$ cat config.mk
export PLATFORM = sky130hd
export DESIGN_NAME = slow_clock_monitor
export DESIGN_NICKNAME = d
export VERILOG_FILES = /design/src/rtl/clkmon_pkg.sv /design/src/rtl/sync_edge_detect.sv /design/src/rtl/slow_clock_monitor.sv
export SDC_FILE = /design/constraint.sdc
export NUM_CORES = 1
export LEC_CHECK = 0
export BUFFER_PORTS_ARGS = -buffer_cell sky130_fd_sc_hd__buf_2
export CORE_ASPECT_RATIO = 1.5
export CORE_UTILIZATION = 40
export DETAILED_ROUTE_END_ITERATION = 6
export HOLD_SLACK_MARGIN = 0.08
export PLACE_DENSITY = 0.66
export REMOVE_ABC_BUFFERS = 1
export SLEW_MARGIN = 20
export SYNTH_ARGS = -nofsm -noshare
export SYNTH_HDL_FRONTEND = slang
export SYNTH_SLANG_ARGS = --single-unit
$ cat constraint.sdc
create_clock -name clock_in -period 5.8 [get_ports clock_in]
set_clock_uncertainty 0.05 [all_clocks]
set_input_delay 1.16 -clock clock_in [delete_from_list [all_inputs] [get_ports clock_in]]
set_output_delay 1.16 -clock clock_in [all_outputs]
set_load 0.01 [all_outputs]
$ cat src/rtl/clkmon_pkg.sv
// Shared types and default timing constants for the slow-clock monitor family.
// The defaults assume a 50 MHz system clock.
package clkmon_pkg;

    typedef enum logic [1:0] {
        IDLE,
        MEASURE,
        LOCKED,
        LOST
    } clkmon_state_t;

    localparam int unsigned SYS_CLK_HZ     = 50_000_000;
    localparam int unsigned PERIOD_1HZ     = SYS_CLK_HZ;
    localparam int unsigned PERIOD_0P5HZ   = 2 * SYS_CLK_HZ;
    localparam int unsigned DEF_TOLERANCE  = 1000;
    localparam int unsigned DEF_TIMEOUT    = 2 * PERIOD_0P5HZ;
    localparam int unsigned DEF_LOCK_COUNT = 2;
    localparam int unsigned DEF_CNT_W      = 28;

endpackage

$ cat src/rtl/sync_edge_detect.sv
// Two-flop synchroniser with rising-edge detect for an asynchronous level input.
// rise is a decode of flops (glitch-free); rise_q is the same pulse one cycle later.
module sync_edge_detect (
    input  logic clock_in,
    input  logic reset,
    input  logic async_in,
    output logic rise,
    output logic rise_q
);

    logic s1;
    logic s2;
    logic prev;

    assign rise = s2 & ~prev;

    always_ff @(posedge clock_in or posedge reset) begin
        if (reset) begin
            s1     <= 1'b0;
            s2     <= 1'b0;
            prev   <= 1'b0;
            rise_q <= 1'b0;
        end else begin
            s1     <= async_in;
            s2     <= s1;
            prev   <= s2;
            rise_q <= rise;
        end
    end

endmodule

$ cat src/rtl/slow_clock_monitor.sv
// Measures the period of a divider-generated slow clock, emits synchronous tick
// enables on its rising edges and tracks lock / loss of the expected period.
module slow_clock_monitor
    import clkmon_pkg::*;
#(
    parameter int unsigned EXPECTED_PERIOD = PERIOD_0P5HZ,
    parameter int unsigned TOLERANCE       = DEF_TOLERANCE,
    parameter int unsigned TIMEOUT         = DEF_TIMEOUT,
    parameter int unsigned LOCK_COUNT      = DEF_LOCK_COUNT,
    parameter int unsigned CNT_W           = DEF_CNT_W
) (
    input  logic             clock_in,
    input  logic             reset,
    input  logic             slow_clk_in,
    output logic             tick,
    output logic [CNT_W-1:0] period,
    output logic             period_valid,
    output logic             locked,
    output logic             lost
);

    localparam int unsigned GC_W = (LOCK_COUNT < 1) ? 1 : $clog2(LOCK_COUNT + 1);
    localparam logic signed [CNT_W:0] EXP_S = $signed((CNT_W + 1)'(EXPECTED_PERIOD));
    localparam logic [63:0] TO_LAST = 64'(TIMEOUT) - 64'd1;

    clkmon_state_t    state;
    clkmon_state_t    state_next;
    logic [GC_W-1:0]  good_count;
    logic [GC_W-1:0]  gc_inc;
    logic [GC_W-1:0]  gc_next;
    logic [CNT_W-1:0] cnt;
    logic [CNT_W-1:0] cand;
    logic signed [CNT_W:0] diff;
    logic [CNT_W:0]   abs_diff;
    logic             rise;
    logic             rise_q;
    logic             good;
    logic             timeout_hit;
    logic             pv_next;

    sync_edge_detect u_sync (
        .clock_in (clock_in),
        .reset    (reset),
        .async_in (slow_clk_in),
        .rise     (rise),
        .rise_q   (rise_q)
    );

    // State and period registers act on the flop-decoded rise so that tick,
    // period, period_valid, locked and lost all change in the same cycle.
    assign tick = rise_q;

    assign cand        = (&cnt) ? cnt : cnt + CNT_W'(1);
    assign diff        = $signed({1'b0, cand}) - EXP_S;
    assign abs_diff    = diff[CNT_W] ? $unsigned(-diff) : $unsigned(diff);
    assign good        = ({{(63 - CNT_W){1'b0}}, abs_diff} <= 64'(TOLERANCE));
    assign timeout_hit = ({{(64 - CNT_W){1'b0}}, cnt} == TO_LAST);
    assign gc_inc      = (&good_count) ? good_count : good_count + GC_W'(1);

    always_comb begin
        state_next = state;
        gc_next    = good_count;
        pv_next    = 1'b0;
        if (rise) begin
            case (state)
                IDLE: begin
                    state_next = MEASURE;
                    gc_next    = '0;
                end
                MEASURE: begin
                    pv_next = 1'b1;
                    if (good) begin
                        gc_next = gc_inc;
                        if (32'(gc_inc) >= LOCK_COUNT) state_next = LOCKED;
                    end else begin
                        gc_next = '0;
                    end
                end
                LOCKED: begin
                    pv_next = 1'b1;
                    if (!good) state_next = LOST;
                end
                LOST: begin
                    state_next = MEASURE;
                    gc_next    = '0;
                end
                default: state_next = IDLE;
            endcase
        end else if (timeout_hit && state != LOST) begin
            state_next = LOST;
        end
    end

    always_ff @(posedge clock_in or posedge reset) begin
        if (reset) begin
            state        <= IDLE;
            good_count   <= '0;
            cnt          <= '0;
            period       <= '0;
            period_valid <= 1'b0;
            locked       <= 1'b0;
            lost         <= 1'b0;
        end else begin
            state        <= state_next;
            good_count   <= gc_next;
            cnt          <= rise ? '0 : cand;
            period_valid <= pv_next;
            if (pv_next) period <= cand;
            locked       <= (state_next == LOCKED);
            lost         <= (state_next == LOST);
        end
    end

endmodule

==> run summary <==
Total negative slack -> 0 ps
Synthesized area per cell -> 8.446 sq um
Worst EP required -> 5970 ps
Async SR Flop Fraction -> 100.0%
Sequential share of power -> 40.2%
Clock root buffer master -> clkbuf_16
Area fraction of the dominant cell type after synthesis -> 34.71%
H-tree levels -> 3
Cell area after layout -> 5533 sq um
Synth-to-layout area growth -> 14.53%
Cell Pwr Density -> 245.6 nW/um^2
Max_slew headroom -> 41.52%
Post-CTS Setup Inserts -> 0
WS Path Type -> reg2reg
Max-cap viol count -> 0
Initial Utilization -> 41.46%
Ys Warns -> 0
Internal Power -> 0.0009340 W
Min Tclk post-route -> 5460 ps
Initial DRC Count -> 291
Post-CTS sizing -> 0
FMAX -> 183.2 MHz
Comb power frac -> 18.8%
Vias in the first global route -> 4456
Status -> finished clean
GP Congestion -> 0.9654
IO buf count -> 34
VDD IR-drop max -> 0.0001313 V
Worst slew pin tran -> 852.8 ps
Avg WL per Cell -> 19.15 microns
Fillers -> 1186
Die span in y -> 136.6 microns
CP arrival -> 5630 ps
Mapped cell area -> 4831 sq um
Startpoint Class -> flip-flop
Total core area -> 11650 sq um
Total Wirelength -> 14600 microns
Final nets -> 616
Period utilization -> 94.14%
Placement Cell Area -> 5214 sq um
Worst-Skew Late Latency -> 340 ps
Final slew viol count -> 0
Net Sw Frac -> 31.27%
Routed vias -> 4604
Total GRT Usage -> 24.26%
Routed vias/inst -> 6.042
Post-synth top area cell -> dfrtp_1
Reg clk slew, reported paths -> 60 ps
Residual DRC -> 0
RSZ-0062 raised after global routing -> no
Crit end category -> flip-flop
First-pass GRT wire length -> 23250 microns
Clock power frac -> 41.0%
Deepest clock path buffer count -> 2
CP Max Fanout -> 8
Lkg Pwr -> 2.259 nW
Hold Crit Class -> reg2reg
TritonCTS Sinks -> 67
Post-Synthesis Cells -> 572
Num CTS Buffers -> 9
Hold Fails Final Rpt -> 0
Fraction of layout cells with a size suffix above 1 -> 17.16%
Die Wd -> 91.73 microns
Drt pass-1 iters -> 5
I/O pin count -> 35
Post-synth cell types -> 82
Initial antenna violation count -> 0
CTS tree -> yes
Largest net degree at the start of global routing -> 68
DP HPWL -> 10920 microns
Grt ovf -> 0
Routed Antenna Nets -> 0
Sw power -> 0.0004250 W
Post-synth EDFFs -> 0
Finish-stage setup viols -> 0
Die area -> 12530 sq um
Synth area leaders -> dfrtp_1 35%, nor2_1 5.2%, xnor2_1 4.9%, nand2_1 4.6%, o21ai_0 4.6%
Hold buffer count at cts -> 0
Synth Register Bits -> 67
Number of diodes -> 0
Fin util -> 47.49%
Main synth FF type -> dfrtp_1
Seq/Total Area, Yosys -> 34.71%
# rows -> 48
## flip-flops by register name, summed over array words and instances (netlist names)
signal	flops
cnt	28
good_count	2
locked	1
lost	1
period	28
period_valid	1
state	2
u_sync.prev	1
u_sync.rise_q	1
u_sync.s1	1
u_sync.s2	1
## final cells by class
cell class	count	area, sq um	share of cell area [%]
Clock buffer	9	225.2	4.071
Tap cell	150	187.7	3.392
Inverter	12	45.04	0.8141
Timing Repair Buffer	54	320.3	5.789
Multi-Input combinational cell	463	3000	54.23
Clock inverter	7	75.07	1.357
Sequential cell	67	1679	30.35
## Yosys cell counts, types with 5 or more instances
library cell / n
a211oi_1: 9
a21oi_1: 13
a31oi_1: 5
and2_1: 11
and3_1: 9
buf_2: 12
clkbuf_1: 17
dfrtp_1: 67
ha_1: 6
inv_1: 12
mux2i_1: 7
nand2_1: 59
nand2b_1: 7
nand3_1: 23
nand4_1: 12
nand4b_1: 5
nor2_1: 67
nor3_1: 16
o2111ai_1: 5
o211ai_1: 6
o21ai_0: 44
or2_1: 5
or3_1: 12
or4_1: 5
xnor2_1: 27
xor2_1: 14
## cells in the final DEF, fill, tap and decap left out, types with 7 or more instances in the layout
cell type  netlist  layout
nand4_1         12      12
buf_2           12      34
clkbuf_16        0       9
and3_1           9       9
nand2_1         59      59
dfrtp_1         67      65
or3_1           12      12
nand3_1         23      23
buf_4            0      20
nor3_1          16      16
o21ai_0         44      43
mux2i_1          7       7
and2_1          11      11
inv_1           12      10
nor2_1          67      67
a21oi_1         13      13
xnor2_1         27      27
xor2_1          14      14
a211oi_1         9       8
## cell families after synthesis
kind of cell	count (synthesis)	share of synthesized area [%]
simple gates	268	30.02
flops	67	34.71
fa+ha+maj	6	1.554
compound gates	137	20.23
buf+inv	42	3.574
mux	10	2.150
xor+xnor	42	7.770
## power by group through the flow
stage / clock network [W] / logic (W) / registers (W)
after floorplan: 0 / 0.000165 / 0.000555
after global placement: 0 / 0.000246 / 0.000549
after detailed placement: 0 / 0.000258 / 0.000552
after CTS: 0.000571 / 0.000258 / 0.000545
after global routing: 0.000589 / 0.000287 / 0.000551
final: 0.000557 / 0.000256 / 0.000546
## worst max-delay path, stage by stage, from the launching register on
cell	delay (ps)
dfrtp_1	430
nand2_1	210
or4_4	630
o31ai_4	290
xnor2_1	250
ha_2	360
xor2_1	250
o2111ai_1	190
a211oi_2	330
and4b_1	310
nand3_1	190
a2111oi_0	510
a31oi_1	90
o32ai_1	280
o2111ai_1	210
a2111oi_4	400
a41oi_1	200
a21boi_1	180
## layer usage
metal / global-route usage [%] / up-vias / share of wire (%)
met2: 43.86 / 150 / 52
met3: 3.444 / 53 / 3.5
met5: 0 / - / 0
li1: - / 2190 / -
met4: 15.80 / 0 / 5.5
met1: 26.40 / 2211 / 39
## final timing paths
check	start	endpoint	slack [ps]	depth (start not counted)
max	cnt[17]	lost	340	17
min	u_sync.s1	u_sync.s2	310	0
max reg2reg	cnt[17]	lost	340	17
min reg2reg	u_sync.s1	u_sync.s2	310	0
max in group asynchronous	reset	cnt[19]	4080	3
min in group asynchronous	reset	period[10]	1020	3
## per-stage QoR
step	setup WS, ps	power (W)	hold WS [ps]	instances
global placement	496.5	0.0007959	283.7	746
global route	39.04	0.001426	321.6	762
floorplan	1005	0.0007197	281.2	542
CTS	208.1	0.001374	318.1	762
finish	340.0	0.001359	310.7	762
detailed placement	210.0	0.0008101	305.4	746
Power figures use the tool's default switching activity.
